--- config.mk ---
export PLATFORM = sky130hd
export DESIGN_NAME = branch_comp_seq
export DESIGN_NICKNAME = d
export VERILOG_FILES = /design/src/rtl/branch_pkg.sv /design/src/rtl/chunk_cmp.sv /design/src/rtl/branch_comp_seq.sv
export SDC_FILE = /design/constraint.sdc
export NUM_CORES = 1
export LEC_CHECK = 0
export CORE_UTILIZATION = 28
export CTS_CLUSTER_DIAMETER = 30
export CTS_CLUSTER_SIZE = 20
export DETAILED_ROUTE_END_ITERATION = 10
export PLACE_DENSITY = 0.56
export SYNTH_ARGS = -nofsm -noshare
export SYNTH_HDL_FRONTEND = slang
export SYNTH_SLANG_ARGS = --single-unit
export TNS_END_PERCENT = 10
--- constraint.sdc ---
create_clock -name clk -period 7 [get_ports clk]
set_input_delay 1.4 -clock clk [delete_from_list [all_inputs] [get_ports clk]]
set_output_delay 1.4 -clock clk [all_outputs]
set_load 0.02 [all_outputs]
--- src/rtl/branch_pkg.sv ---
// Shared types and helpers for the sequential branch comparator.
//   funct3_e : RV32I branch funct3 encodings
//   state_e  : comparator FSM states
//   is_signed_cmp / branch_taken : funct3 decode helpers
package branch_pkg;

    typedef enum logic [2:0] {
        BEQ  = 3'b000,
        BNE  = 3'b001,
        BLT  = 3'b100,
        BGE  = 3'b101,
        BLTU = 3'b110,
        BGEU = 3'b111
    } funct3_e;

    typedef enum logic [1:0] {
        IDLE = 2'd0,
        BUSY = 2'd1,
        DONE = 2'd2
    } state_e;

    // Signed compare only for BEQ/BNE/BLT/BGE. BLTU/BGEU and the illegal
    // codes 010/011 compare unsigned.
    function automatic logic is_signed_cmp(input logic [2:0] f3);
        return (f3[1] == 1'b0);
    endfunction

    function automatic logic is_illegal(input logic [2:0] f3);
        return (f3[2:1] == 2'b01);
    endfunction

    function automatic logic branch_taken(input logic [2:0] f3, input logic eq_i,
                                          input logic lt_i);
        logic t;
        t = 1'b0;
        case (f3)
            BEQ:        t = eq_i;
            BNE:        t = !eq_i;
            BLT, BLTU:  t = lt_i;
            BGE, BGEU:  t = !lt_i;
            default:    t = 1'b0;
        endcase
        return t;
    endfunction

endpackage

--- src/rtl/chunk_cmp.sv ---
// Combinational CHUNK-bit comparator.
//   a, b     : chunk operands
//   flip_msb : invert both MSBs first, turning a signed compare into unsigned
//   ceq      : a == b
//   clt      : a < b (after optional MSB flip)
module chunk_cmp #(
    parameter int unsigned CHUNK = 8
) (
    input  logic [CHUNK-1:0] a,
    input  logic [CHUNK-1:0] b,
    input  logic             flip_msb,
    output logic             ceq,
    output logic             clt
);

    localparam logic [CHUNK-1:0] MsbMask = CHUNK'(1) << (CHUNK - 1);

    logic [CHUNK-1:0] ax;
    logic [CHUNK-1:0] bx;

    always_comb begin
        ax  = flip_msb ? (a ^ MsbMask) : a;
        bx  = flip_msb ? (b ^ MsbMask) : b;
        ceq = (a == b);
        clt = (ax < bx);
    end

endmodule

--- src/rtl/branch_comp_seq.sv ---
// Multi-cycle branch comparator: compares data1/data2 CHUNK bits per cycle from
// the MSB chunk down, stopping at the first differing chunk, and decodes funct3
// into a taken decision.
//   clk, rst            : clock, synchronous active-high reset
//   in_valid/in_ready   : request handshake (accepted only in IDLE)
//   data1, data2, funct3: operands and RV32I branch type
//   out_valid/out_ready : result handshake
//   eq, lt, taken       : comparison results and branch decision
//   illegal             : funct3 is 010 or 011
module branch_comp_seq
    import branch_pkg::*;
#(
    parameter int unsigned WIDTH = 32,
    parameter int unsigned CHUNK = 8
) (
    input  logic             clk,
    input  logic             rst,
    input  logic             in_valid,
    output logic             in_ready,
    input  logic [WIDTH-1:0] data1,
    input  logic [WIDTH-1:0] data2,
    input  logic [2:0]       funct3,
    output logic             out_valid,
    input  logic             out_ready,
    output logic             eq,
    output logic             lt,
    output logic             taken,
    output logic             illegal
);

    localparam int unsigned NCHUNK = WIDTH / CHUNK;
    localparam int unsigned IdxW   = (NCHUNK > 1) ? $clog2(NCHUNK) : 1;
    localparam logic [IdxW-1:0] TopIdx = IdxW'(NCHUNK - 1);

    state_e            state_q, state_d;
    logic [IdxW-1:0]   idx_q, idx_d;
    logic [WIDTH-1:0]  d1_q, d1_d;
    logic [WIDTH-1:0]  d2_q, d2_d;
    logic [2:0]        f3_q, f3_d;
    logic              eq_q, eq_d;
    logic              lt_q, lt_d;
    logic              taken_q, taken_d;
    logic              illegal_q, illegal_d;

    logic [CHUNK-1:0]  ca, cb;
    logic              flip;
    logic              ceq, clt;

    // Single comparator shared across chunks; the index selects its operands.
    always_comb begin
        ca = '0;
        cb = '0;
        for (int unsigned i = 0; i < NCHUNK; i++) begin
            if (idx_q == IdxW'(i)) begin
                ca = d1_q[i*CHUNK +: CHUNK];
                cb = d2_q[i*CHUNK +: CHUNK];
            end
        end
        flip = is_signed_cmp(f3_q) && (idx_q == TopIdx);
    end

    chunk_cmp #(
        .CHUNK (CHUNK)
    ) u_chunk_cmp (
        .a        (ca),
        .b        (cb),
        .flip_msb (flip),
        .ceq      (ceq),
        .clt      (clt)
    );

    always_comb begin
        state_d   = state_q;
        idx_d     = idx_q;
        d1_d      = d1_q;
        d2_d      = d2_q;
        f3_d      = f3_q;
        eq_d      = eq_q;
        lt_d      = lt_q;
        taken_d   = taken_q;
        illegal_d = illegal_q;

        unique case (state_q)
            IDLE: begin
                if (in_valid) begin
                    d1_d    = data1;
                    d2_d    = data2;
                    f3_d    = funct3;
                    idx_d   = TopIdx;
                    state_d = BUSY;
                end
            end
            BUSY: begin
                if (!ceq) begin
                    eq_d      = 1'b0;
                    lt_d      = clt;
                    taken_d   = branch_taken(f3_q, 1'b0, clt);
                    illegal_d = is_illegal(f3_q);
                    state_d   = DONE;
                end else if (idx_q == '0) begin
                    eq_d      = 1'b1;
                    lt_d      = 1'b0;
                    taken_d   = branch_taken(f3_q, 1'b1, 1'b0);
                    illegal_d = is_illegal(f3_q);
                    state_d   = DONE;
                end else begin
                    idx_d = idx_q - 1'b1;
                end
            end
            DONE: begin
                if (out_ready) begin
                    state_d = IDLE;
                end
            end
            default: state_d = IDLE;
        endcase
    end

    always_ff @(posedge clk) begin
        if (rst) begin
            state_q   <= IDLE;
            idx_q     <= '0;
            d1_q      <= '0;
            d2_q      <= '0;
            f3_q      <= '0;
            eq_q      <= 1'b0;
            lt_q      <= 1'b0;
            taken_q   <= 1'b0;
            illegal_q <= 1'b0;
        end else begin
            state_q   <= state_d;
            idx_q     <= idx_d;
            d1_q      <= d1_d;
            d2_q      <= d2_d;
            f3_q      <= f3_d;
            eq_q      <= eq_d;
            lt_q      <= lt_d;
            taken_q   <= taken_d;
            illegal_q <= illegal_d;
        end
    end

    assign in_ready  = (state_q == IDLE) && !rst;
    assign out_valid = (state_q == DONE);
    assign eq        = eq_q;
    assign lt        = lt_q;
    assign taken     = taken_q;
    assign illegal   = illegal_q;

endmodule
---- After elaboration in Yosys (flattened, before gate mapping) ----
Cells that the tools add are included.
operators by class
  bitwise logic cells ..................... 3
  add/subtract/negate cells ............... 1
  shifts and indexed selects .............. 0
  equal/unequal tests ..................... 18
  multipliers ............................. 0
  mux-type cells .......................... 29
  reductions and logical operators ........ 15
  div/mod/pow operators ................... 0
  $lt $le $gt $ge ......................... 1
operators with widths
  operator            count
  $mux 8              10
  $mux 2              7
  $eq 3x3->1 const B  4
  $mux 1              9
  $eq 8x8->1          1
  $lt 8x8->1          1
  $eq 2x1->1 const B  3
  $eq 2x2->1 const B  3
  $ne 2x2->1 const B  3
  $pmux 2 s3          1
  $logic_not 2->1     2
  $ne 2x1->1 const B  2
  $pmux 2 s2          1
  $reduce_and 2->1    2
  $reduce_and 4->1    1
  $reduce_or 2->1     2
  $eq 3x1->1 const B  1
  $logic_not 3->1     1
  $ne 3x3->1 const B  1
  $not 1->1           3
  $pmux 1 s3          1
  $reduce_and 3->1    1
  $reduce_or 3->1     1
  $logic_and 1x1->1   2
  other kinds (3)     4
storage, ports and cells
  RAM bits ................................ 0
  bits in latches ......................... 0
  flip-flop bits (word level) ............. 75
  memories ................................ 0
  output and inout port bits .............. 6
  memory bits (read-only) ................. 0
  word-level logic and storage cells ...... 76
  bits of input ports ..................... 71

---- Depth between registers and ports, before layout ----
  depth in word-level cells ............... 11
  mapped depth ............................ 16
  depth with buffers taken out ............ 15

---- Modules after synthesis ----
Synthesis repeated with hierarchy kept, for this count alone.
unflattened totals
  cell total of the unflattened synthesis .. 487
  area, all modules ....................... 3,555.9 um^2
by module, submodules not included
  module           area an instance (um^2)  cells each  times used
  branch_comp_seq  3,335.7                  454         1
  chunk_cmp        220.2                    33          1

---- Worst setup path after synthesis ----
Ideal clock, no wire load.
  path type ............................... input to output
  start point ............................. input port rst
  end point ............................... output port in_ready
  data required time ...................... 5,600 ps
  slack ................................... 3,546 ps
  stages on the path ...................... 2
  data arrival time ....................... 2,054 ps
  cells stage by stage .................... clkbuf_1 > nor3_1
on the way
  longest elaborated chain between the ends .. 2
RTL lines
  what               line                    source
  from (decl)        branch_comp_seq.sv:17   input logic rst,
  $logic_not 1->1    branch_comp_seq.sv:143  assign in_ready = (state_q == IDLE) && !rst;
  $logic_and 1x1->1  branch_comp_seq.sv:143
  to (decl)          branch_comp_seq.sv:19   output logic in_ready,
Every way passes these cells.

---- Final worst setup path ----
Same ends and word-level chain as after synthesis.

==> flow_metrics.env <==
export IMPL_final_util_pct=38.7
export IMPL_synthToLayoutAreaGrowth_pct=32.3
export IMPL_cp_top_family="buffers and inverters"
export IMPL_initial_utilization_pct=29.3
export IMPL_clkLatencyLatePin_ns=0.34
export IMPL_yosysMostFrequentCell="nand2_1"
export IMPL_hold_buffers=0
export IMPL_timing_hold_ws_ns=0.454
export IMPL_cp_slowest_cell="buf_4"
export IMPL_finalCriticalPeriod_ns=4.14
export IMPL_path_class="in2out"
export IMPL_synthesis_area_mm2=0.00358
export IMPL_route_vias_total=3362
export IMPL_finClkSkew_ns=0.00913
export IMPL_cts_resized=0
export IMPL_min_period_over_period_pct=59.1
export IMPL_ys_ff_latch=75
export IMPL_yosysTopAreaCell="dfxtp_1"
export IMPL_synth_edff_count=0
export IMPL_grt_first_pass_wirelength_mm=15.3
export IMPL_critPathLaunchType="primary input"
export IMPL_synth_flop_cell="dfxtp_1"
export IMPL_syn_avg_cell_area_um2=7.33
export IMPL_p_total_mw=1.25
export IMPL_slowest_delay_ns=0.60
export IMPL_placeableCoreArea_mm2=0.0122
export IMPL_die_height_um=115
export IMPL_layout_setup_ws_ns=2.86
export IMPL_synth_area_leaders="dfxtp_1 42%, nand2_1 17%, a21oi_1 13%"
export IMPL_tightest_slew_ns=1.19
export IMPL_place_ws_ns=2.85
export IMPL_synth_async_reset_ratio_pct=0
export IMPL_grt_max_degree=77
export IMPL_cts_setup_buffers=0
export IMPL_p_leak_nw=1.80
export IMPL_powerDensity_mw_per_mm2=264
export IMPL_port_buffers=76
export IMPL_holdCritPathClass="reg2reg"
export IMPL_grt_pass1_vias=3190
export IMPL_drt_iter0_markers=158
export IMPL_netlist_instances=488
export IMPL_synth_top_area_share_pct=42.0
export IMPL_worstSetupEndpointType="output pin"
export IMPL_rows=40
export IMPL_hold_violations=0
export IMPL_rsz0062_at_grt="false"
export IMPL_drv_slew=0
export IMPL_max_clock_freq_ghz=0.242
export IMPL_clk_path_buf_depth=2
export IMPL_postRouteAntennaNets=0
export IMPL_gp_congestion=0.793
export IMPL_cap_violations=0
export IMPL_irDropWorstVdd_v=0.000129
export IMPL_setup_viol=0
export IMPL_hpwl_mm=6.63
export IMPL_cts_root_buf="clkbuf_16"
export IMPL_clock_sinks=75
export IMPL_path_clk_slew_ns=0.06
export IMPL_setup_tns_ns=0
export IMPL_diodes=0
export IMPL_numCtsBuffers=9
export IMPL_drive_gt1_share_pct=5.12
export IMPL_synth_common_cells="165 x nand2_1, 96 x a21oi_1, 75 x dfxtp_1"
export IMPL_routed_wl_mm=9.49
export IMPL_antenna_found_initial=0
export IMPL_synth_cell_types=46
export IMPL_relSlewSlack_pct=20.4
export IMPL_nNetsFinal=624
export IMPL_cp_cell_sequence="buf_2 -> buf_4 -> nor3_1 -> clkdlybuf4s50_1"
export IMPL_status="complete, no violations"
export IMPL_crit_arrival_ns=2.74
export IMPL_wl_per_cell_um=13.3
export IMPL_htreeDepth=3
export IMPL_yosysWarningCount=0
export IMPL_cts_tree="done"
export IMPL_syn_nets=570
export IMPL_path_max_fanout=76
export IMPL_worst_path_buf_inv=3
export IMPL_viasPerCell=4.70
export IMPL_io_pins=77
export IMPL_dieArea_mm2=0.0132
export IMPL_drt_pass1_iterations=4
export IMPL_dieWidth_um=115
export IMPL_drc=0
export IMPL_seq_area_frac_synth_pct=42.0
export IMPL_cp_data_required_time_ns=5.60
export IMPL_grt_use_total_pct=14.9
export IMPL_overflow=0
[cell families after synthesis]
group                      count (synthesis)  share of synthesized area [%]
adders and majority gates                 11                           3.85
buffers and inverters                     40                           4.27
muxes                                      7                           1.96
DFF                                       75                           42.0
and+or+nand+nor                          217                           25.1
AOI/OAI and AO/OA                        135                           21.7
xor gates and xnor gates                   3                           1.15
[stage by stage]
stage | cells | area, µm²
final | 715 | 4730
after global routing | 715 | 4730
after CTS | 715 | 4730
after detailed placement | 699 | 4420
after global placement | 699 | 4420
after floorplan | 488 | 3580
[report_power, final]
group / switching [mW] / total (mW) / leakage [nW] / internal (mW)
combinational: 0.166 / 0.288 / 1.03 / 0.122
sequential: 0.0234 / 0.487 / 0.616 / 0.463
clock: 0.193 / 0.475 / 0.147 / 0.282
[worst min-delay path: cells and delay by family (launching register included)]
family / cells / cell delay [ns]
compound gates: 1 / 0.05
flops: 1 / 0.31
simple gates: 1 / 0.05
[layout make-up]
class / instances / area [µm²]
clock buffer: 9 / 225
clock inverter: 7 / 81.3
fill: 1301 / 7480
inverter: 6 / 22.5
multi-input combinational: 373 / 1930
sequential: 75 / 1500
tap: 168 / 210
timing repair buffer: 77 / 763
[cell usage in the layout, fill, tap and decap left out, types with 2 or more instances in the layout]
cell type | Yosys | routed
nor2_1 | 28 | 28
dfxtp_1 | 75 | 75
ha_1 | 11 | 11
inv_1 | 6 | 6
nand2b_1 | 2 | 2
nor3b_1 | 2 | 2
nand4_1 | 2 | 2
o21ai_0 | 17 | 17
clkdlybuf4s50_1 | 0 | 75
o2111ai_1 | 2 | 2
o211ai_1 | 2 | 2
a21o_1 | 2 | 2
mux2i_1 | 7 | 7
inv_6 | 0 | 4
and2_1 | 3 | 2
nand3_1 | 2 | 2
clkbuf_16 | 0 | 9
nor2b_1 | 5 | 5
a221oi_1 | 2 | 2
nand2_1 | 165 | 164
a21oi_1 | 96 | 96
[state kept, by name (all words and copies together) (netlist names)]
register	count
state_q	2
idx_q	2
taken	1
eq	1
illegal	1
d2_q	32
d1_q	32
lt	1
f3_q	3
[layer usage]
layer  vias up  track usage, %  wire length (µm)
met5         -               0                 0
met4         0            5.45               159
met3        17            3.22               470
met2        87            22.9              4140
met1      1512            20.5              4720
li1       1746               -                 -
[path summary, 6_finish.rpt]
check	from	to	slack, ns	cells after the start
worst max-delay path	rst	in_ready	2.86	4
worst min-delay path	d1_q[6]	d1_q[6]	0.45	2
worst max register to register	idx_q[1]	taken	3.39	13
worst min register to register	d1_q[6]	d1_q[6]	0.45	2
No activity file was read; power rests on OpenSTA's default activity.
